**config.mk**
```make
export PLATFORM = sky130hd
export DESIGN_NAME = ws2812b_frame_fetcher
export DESIGN_NICKNAME = d
export VERILOG_FILES = /design/src/rtl/ws2812b_frame_fetcher.sv
export SDC_FILE = /design/constraint.sdc
export NUM_CORES = 1
export LEC_CHECK = 0
export CAP_MARGIN = 20
export CORE_MARGIN = 3
export CORE_UTILIZATION = 30
export DETAILED_ROUTE_END_ITERATION = 10
export GPL_ROUTABILITY_DRIVEN = 0
export PLACE_DENSITY = 0.55
export SLEW_MARGIN = 15
export SYNTH_ARGS = -nofsm -noshare
export SYNTH_HDL_FRONTEND = slang
export SYNTH_SLANG_ARGS = --single-unit
```
**constraint.sdc**
```tcl
create_clock -name clk -period 5 [get_ports clk]
set_input_delay 1 -clock clk [delete_from_list [all_inputs] [get_ports clk]]
set_output_delay 1 -clock clk [all_outputs]
set_load 0.005 [all_outputs]
```
**src/rtl/ws2812b_frame_fetcher.sv**
```systemverilog
// ws2812b_frame_fetcher
//   Walks LED_COUNT LED positions on every fps tick. For each position it reads
//   3*STRIPE_COUNT bytes from a synchronous-read frame RAM. It applies a
//   brightness shift and channel reordering, packs the bytes into one parallel
//   word and hands the word over with a valid/read handshake. Frame banks are
//   double-buffered; frame ticks that arrive while busy are counted as overruns.
// Ports
//   clk, resetn          clock, asynchronous active-low reset
//   frame_start          1-cycle tick that starts a frame (IDLE only)
//   bank_swap            request to toggle the read bank at the next frame start
//   brightness[2:0]      right-shift per colour byte, latched at frame start
//   ram_addr / ram_data  RAM read port, data valid one cycle after address
//   word / word_valid    assembled LED word, held until word_read
//   word_read            consumes word
//   busy, frame_done     frame in progress, 1-cycle end-of-frame pulse
//   bank                 bank currently read
//   overrun_cnt          saturating count of dropped frame_starts
module ws2812b_frame_fetcher #(
   parameter int STRIPE_COUNT = 3,
   parameter int LED_COUNT    = 2,
   parameter int ADDR_WIDTH   = 14,
   parameter int BASE_ADDR    = 0,
   parameter int COLOR_ORDER  = 0
) (
   input  logic                        clk,
   input  logic                        resetn,
   input  logic                        frame_start,
   input  logic                        bank_swap,
   input  logic [2:0]                  brightness,
   output logic [ADDR_WIDTH-1:0]       ram_addr,
   input  logic [7:0]                  ram_data,
   output logic [24*STRIPE_COUNT-1:0]  word,
   output logic                        word_valid,
   input  logic                        word_read,
   output logic                        busy,
   output logic                        frame_done,
   output logic                        bank,
   output logic [7:0]                  overrun_cnt
);
   localparam int NB          = 3*STRIPE_COUNT;
   localparam int FRAME_BYTES = NB*LED_COUNT;
   localparam int CW          = $clog2(NB+1);
   localparam int BW          = $clog2(NB-1);
   localparam int LW          = (LED_COUNT > 1) ? $clog2(LED_COUNT) : 1;
   localparam logic [ADDR_WIDTH-1:0] BANK0_ADDR = ADDR_WIDTH'(BASE_ADDR);
   localparam logic [ADDR_WIDTH-1:0] BANK1_ADDR = ADDR_WIDTH'(BASE_ADDR + FRAME_BYTES);

   typedef enum logic [1:0] {IDLE, FETCH, PRESENT} state_t;
   state_t state, state_nxt;

   logic [CW-1:0]          fcnt;
   logic [LW-1:0]          led_idx;
   logic [2:0]             bright_q;
   logic                   swap_pend;
   logic                   new_bank;
   logic [NB-2:0][7:0]     bytes_q;    // all but the last byte of the LED
   logic [NB-1:0][7:0]     bytes_all;
   logic [7:0]             data_scaled;
   logic [24*STRIPE_COUNT-1:0] word_asm;
   logic start, capture, fetch_done, addr_step, consume, last_led;

   // state register
   always_ff @(posedge clk or negedge resetn) begin
      if (!resetn) state <= IDLE;
      else         state <= state_nxt;
   end

   // next-state logic
   always_comb begin
      state_nxt = state;
      case (state)
         IDLE:    if (frame_start) state_nxt = FETCH;
         FETCH:   if (fetch_done)  state_nxt = PRESENT;
         PRESENT: if (word_read)   state_nxt = last_led ? IDLE : FETCH;
         default: state_nxt = IDLE;
      endcase
   end

   // control decode; fcnt counts 0..NB inside FETCH: addresses go out on
   // counts 0..NB-1, data comes back on counts 1..NB
   always_comb begin
      start      = (state == IDLE) && frame_start;
      capture    = (state == FETCH) && (fcnt != '0) && (fcnt != CW'(NB));
      fetch_done = (state == FETCH) && (fcnt == CW'(NB));
      addr_step  = (state == FETCH) && (fcnt < CW'(NB-1));
      consume    = (state == PRESENT) && word_read;
      last_led   = (led_idx == LW'(LED_COUNT-1));
   end

   assign new_bank    = bank ^ (swap_pend | bank_swap);
   assign data_scaled = ram_data >> bright_q;
   // the final byte goes straight from the RAM into the word register
   assign bytes_all   = {data_scaled, bytes_q};

   for (genvar s = 0; s < STRIPE_COUNT; s++) begin : g_stripe
      if (COLOR_ORDER == 0) begin : g_grb
         assign word_asm[24*s +: 24] = {bytes_all[3*s+1], bytes_all[3*s], bytes_all[3*s+2]};
      end else begin : g_raw
         assign word_asm[24*s +: 24] = {bytes_all[3*s], bytes_all[3*s+1], bytes_all[3*s+2]};
      end
   end

   // datapath and registered outputs
   always_ff @(posedge clk or negedge resetn) begin
      if (!resetn) begin
         ram_addr    <= '0;
         word        <= '0;
         word_valid  <= 1'b0;
         busy        <= 1'b0;
         frame_done  <= 1'b0;
         bank        <= 1'b0;
         overrun_cnt <= '0;
         swap_pend   <= 1'b0;
         bright_q    <= '0;
         led_idx     <= '0;
         fcnt        <= '0;
         bytes_q     <= '0;
      end else begin
         frame_done <= 1'b0;
         if (frame_start && busy && (overrun_cnt != 8'hFF))
            overrun_cnt <= overrun_cnt + 8'd1;

         if (start) begin
            swap_pend <= 1'b0;
            bank      <= new_bank;
            bright_q  <= brightness;
            led_idx   <= '0;
            fcnt      <= '0;
            busy      <= 1'b1;
            ram_addr  <= new_bank ? BANK1_ADDR : BANK0_ADDR;
         end else if (bank_swap) begin
            swap_pend <= 1'b1;
         end

         if (state == FETCH) fcnt <= fetch_done ? '0 : fcnt + 1'b1;
         if (addr_step) ram_addr <= ram_addr + 1'b1;
         if (capture) bytes_q[BW'(fcnt - CW'(1))] <= data_scaled;
         if (fetch_done) begin
            word       <= word_asm;
            word_valid <= 1'b1;
         end

         if (consume) begin
            word_valid <= 1'b0;
            if (last_led) begin
               frame_done <= 1'b1;
               busy       <= 1'b0;
            end else begin
               led_idx  <= led_idx + 1'b1;
               // LED bytes are contiguous, so the next LED starts one past the last read
               ram_addr <= ram_addr + 1'b1;
            end
         end
      end
   end
endmodule

```
**Word level (Yosys, flattened, before mapping)**

Index checks and enable logic that the tools add are counted.

- Input port bits: 16
- Output and inout bits: 98
- Logic and storage cells: 82
- Bits in registers: 173

- Add/subtract/negate cells: 5
- Mux-type cells: 28
- Order comparisons: 3
- Bitwise operators: 2
- Reductions and logical operators: 15
- Shifts and indexed selects: 1
- Eq/ne operators: 8

Operator list:

| operator | number |
|---|---|
| 64-bit bitwise mux | 1 |
| 14-bit two-way mux | 4 |
| 8-bit demux with 3-bit select | 1 |
| 14-bit by 1-bit adder with 14-bit output (second input constant) | 1 |
| 1-bit two-way mux | 13 |
| 4-bit two-way mux | 3 |
| 1-bit logical AND | 9 |
| 8-bit by 1-bit adder with 8-bit output (second input constant) | 1 |
| 8-bit two-way mux | 1 |
| 8-bit != test (second input constant) | 1 |
| 8-bit by 3-bit >> shifter with 8-bit output | 1 |
| 2-bit two-way mux | 3 |
| 2-bit != test (second input constant) | 3 |
| 2-bit case mux with 3 select lines | 1 |
| 2-bit nonzero test | 3 |
| 5-bit two-way mux | 1 |
| 4-bit by 1-bit adder with 4-bit output (second input constant) | 1 |
| 4-bit equality test (second input constant) | 1 |
| 3-bit by 4-bit < comparator with 1-bit output (second input constant) | 1 |
| 4-bit < comparator (second input constant) | 1 |
| 4-bit != test (second input constant) | 1 |
| 4-bit nonzero test | 1 |
| 3-bit by 1-bit >= comparator with 1-bit output (second input constant) | 1 |
| 3-bit AND reduction | 1 |
| other kinds (7) | 7 |

**Logic depth before layout (Yosys ltp)**

- Depth in word-level cells: 7
- Gate-level depth with buffers: 9
- Gate-level depth less buffers: 6

**Worst setup path before layout**

No wires, ideal clock.

- Path type: input-to-reg
- Start point: input port word_read
- End point: register ram_addr[11]
- Library setup time: 0.136 ns
- Buffers on the path: 0
- Required time: 4.864 ns
- Arrival: 1.844 ns
- Path slack: 3.020 ns
- Stages: 4
- Cell sequence: and4bb_2 > o2111ai_2 > o311ai_1 > o41ai_1

- Word-level cells in the longest chain between the ends: 2

RTL lines:

| item | RTL line | RTL |
|---|---|---|
| start, declared | 34 | `input logic word_read,` |
| 1-bit logical AND | 86 | `consume = (state == PRESENT) && word_read;` |
| 14-bit two-way mux | 143 | `if (consume) begin` |
| end signal, assigned | 130 | `ram_addr <= new_bank ? BANK1_ADDR : BANK0_ADDR;` |
| end signal, assigned | 136 | `if (addr_step) ram_addr <= ram_addr + 1'b1;` |
| end signal, assigned | 151 | `ram_addr <= ram_addr + 1'b1;` |
| end, declared | 30 | `output logic [ADDR_WIDTH-1:0] ram_addr,` |

No other way between the ends.
A chain may end at the register's enable or synchronous reset.

**Final worst setup path**

- Start point: input port ram_data[7]
- End point: register bytes_q (netlist bit bytes_all[59])

- Word-level cells in the longest chain between the ends: 2

RTL lines:

| item | RTL line | RTL |
|---|---|---|
| start, declared | 31 | `input logic [7:0] ram_data,` |
| 8-bit by 3-bit >> shifter with 8-bit output | 91 | `assign data_scaled = ram_data >> bright_q;` |
| 64-bit bitwise mux | 137 | `if (capture) bytes_q[BW'(fcnt - CW'(1))] <= data_scaled;` |
| end signal, assigned by index | 137 |  |
| end, declared | 56 | `logic [NB-2:0][7:0] bytes_q;` |

No other way between the ends.

==> qor.yml <==
status: "complete, no violations"
finalCritPeriodShare: 0.500
drt_iter0_drc: 194
grt_usage: 0.139
initial_core_util: 0.309
peakVddDrop_mv: 0.261
antenna_found_initial: 0
period_minus_slack_ns: 2.50
synth_cell_types: 54
synth_warnings: 0
slowest_stage: "a31oi_1"
cts_root_buf: "clkbuf_16"
via_per_inst: 4.54
grt_setup_unrepaired: "no"
min_path_type: "flip-flop to flip-flop"
io_pins: 114
yosysSeqAreaShare: 0.610
hpwl_um: 11200
whs_ns: 0.463
numCtsBuffers: 17
drc: 0
regToRegSetupSlack_ns: 2.51
cts_hold_buf: 0
fin_tns_setup_ns: 0
fp.dieW_um: 160
clk_pin_slew_ns: 0.07
num_vias: 5279
worstSetupPathType: "input pin to flip-flop"
finalMaxSlewViolations: 0
cp_cell_sequence: "clkdlybuf4s50_1, mux2i_1, o32ai_1, a31oi_1, o21ai_0"
syn2layout_area_growth_pct: 28.7
cts_sinks: 173
cts_max_path_buffers: 2
cp.arrival_ns: 2.75
synth_area_leaders: "dfrtp_1 61%, nand2_1 16%, o21ai_0 6.0%"
io_buffers: 113
p_per_area_nw_per_um2: 636
ys.flop_type: "dfrtp_1"
max_freq_mhz: 400
die_area_sq_um: 25500
insertion_delay_ns: 0.42
grt_pass1_wl_um: 28400
grt-ovfl-total: 0
firstDrtPassIters: 4
finalHoldViolCount: 0
avgSynthCellArea_sq_um: 9.71
cts_resized: 0
cts_tree: "yes"
syn-num-nets: 751
wl_um: 17200
finalClockSkew_ns: 0.0157
synth_cells: 730
final_layout_size_suffix_gt1_frac: 0.0636
ys_seq_elements: 173
yosys.area.top_type: "dfrtp_1"
critPathTopFamily: "compound AO/OA/AOI/OAI gates"
endpoint_kind: "flip-flop"
wl_per_cell_um: 14.8
synth_edf_count: 0
worstMarginPinSlew_ns: 1.02
maxCapViolCount: 0
cpPeakStageDelay_ns: 0.75
synth_async_sr_flop_share: 1.00
cp_num_buf_inv: 1
setup_viol: 0
grt_max_degree: 92
syn_area_sq_um: 7090
final_cell_mix: "296 x nand2_1, 173 x dfrtp_1, 112 x clkdlybuf4s50_1"
synth_top_area_share: 0.610
cellLeakagePower_nw: 4.24
fp-row-count: 55
first_global_vias: 5221
antenna_cells: 0
core-area_sq_um: 22900
required_ns: 5.25
die_y_um: 160
final_nets: 857
crit_fanout: 9
htree_levels: 4
layout_commonest_cell: "nand2_1"
post_cts.repair.setup_buffers: 0
fin_util: 0.398
slew_headroom: 0.318
worst_setup_path_start_kind: "input pin"
ant_nets: 0
==> per-stage QoR <==
stage                     setup slack (ns)  cell area, sq um  total power [mW]  std cells
after detailed placement              2.03              8500              4.48       1128
after floorplan                       3.02              7090              3.39        730
after CTS                             2.45              9110              5.89       1160
after global routing                  2.23              9130              6.28       1162
final                                 2.50              9130              5.81       1162
after global placement                2.11              8500              4.44       1128
==> worst min-delay path, cell delays in order (launching register included) <==
cell and delay [ns]:
dfrtp_1 0.34, nand2_1 0.05, nand2_1 0.05
==> synthesized netlist by cell type, types with 2 or more instances <==
library cell	number
nand2_1	296
dfrtp_1	173
o21ai_0	85
nor2_1	17
mux2i_1	16
clkbuf_1	15
buf_2	13
nand3_1	9
inv_1	8
o21ai_1	8
a21oi_1	7
ha_1	5
mux2_2	5
nand4_1	5
xor2_1	5
and3_1	4
nand2b_1	4
a31oi_1	3
buf_6	3
nor4_1	3
o21bai_1	3
o31ai_1	3
a21o_1	2
a22oi_1	2
and2_1	2
nor3_1	2
nor4bb_1	2
o211ai_1	2
o31a_1	2
xnor2_1	2
==> power by group <==
| part | internal (mW) | switching (mW) |
|---|---|---|
| sequential | 2.00 | 0.446 |
| clock | 0.770 | 0.612 |
| combinational | 0.984 | 1.00 |
| total | 3.75 | 2.06 |
==> path summary, 6_finish.rpt <==
| kind | startpoint | to | depth (start not counted) |
|---|---|---|---|
| setup / recovery | ram_data[7] | bytes_all[59]$_DFFE_PN0P_ | 5 |
| hold / removal | bytes_all[11]$_DFFE_PN0P_ | word[19]$_DFFE_PN0P_ | 2 |
| setup reg to reg | state[0]$_DFFE_PN0P_ | word[67]$_DFFE_PN0P_ | 5 |
| hold reg to reg | bytes_all[11]$_DFFE_PN0P_ | word[19]$_DFFE_PN0P_ | 2 |
| max in group asynchronous | resetn | bytes_all[12]$_DFFE_PN0P_ | 2 |
| min in group asynchronous | resetn | overrun_cnt[4]$_DFFE_PN0P_ | 1 |
==> registers in the layout (all words and copies together), names as in the netlist <==
register / flops
word: 72
bytes_all: 64
ram_addr: 14
overrun_cnt: 8
fcnt: 4
bright_q: 3
state: 2
bank: 1
busy: 1
frame_done: 1
last_led: 1
swap_pend: 1
word_valid: 1
==> cell families (layout without fill, tap and decap cells) <==
kind of cell | after synthesis | count (layout) | synth area share
multiplexers | 21 | 21 | 0.0305
AND/OR/NAND/NOR | 358 | 358 | 0.213
AO/OA/AOI/OAI | 126 | 126 | 0.101
buffers and inverters | 40 | 159 | 0.0266
adder cells (fa/ha/maj) | 5 | 5 | 0.00882
flip-flops | 173 | 173 | 0.610
XOR/XNOR | 7 | 7 | 0.00865
==> layer usage <==
metal	routed length [um]	share of wire	vias to the layer above	track usage
met4	121	0.0070	0	0.0287
met3	993	0.058	10	0.0444
met5	0	0	-	0
li1	-	-	2640	-
met1	8350	0.49	2513	0.189
met2	7750	0.45	116	0.219
==> final cells by class <==
cell class	instances	area [sq um]
Clock inverter	14	173
Clock buffer	18	439
Multi-Input combinational cell	517	2580
Sequential cell	173	4330
Tap cell	313	392
Inverter	9	33.8
Timing Repair Buffer	118	1180
Fill cell	2295	13800
Power figures use the tool's default switching activity.
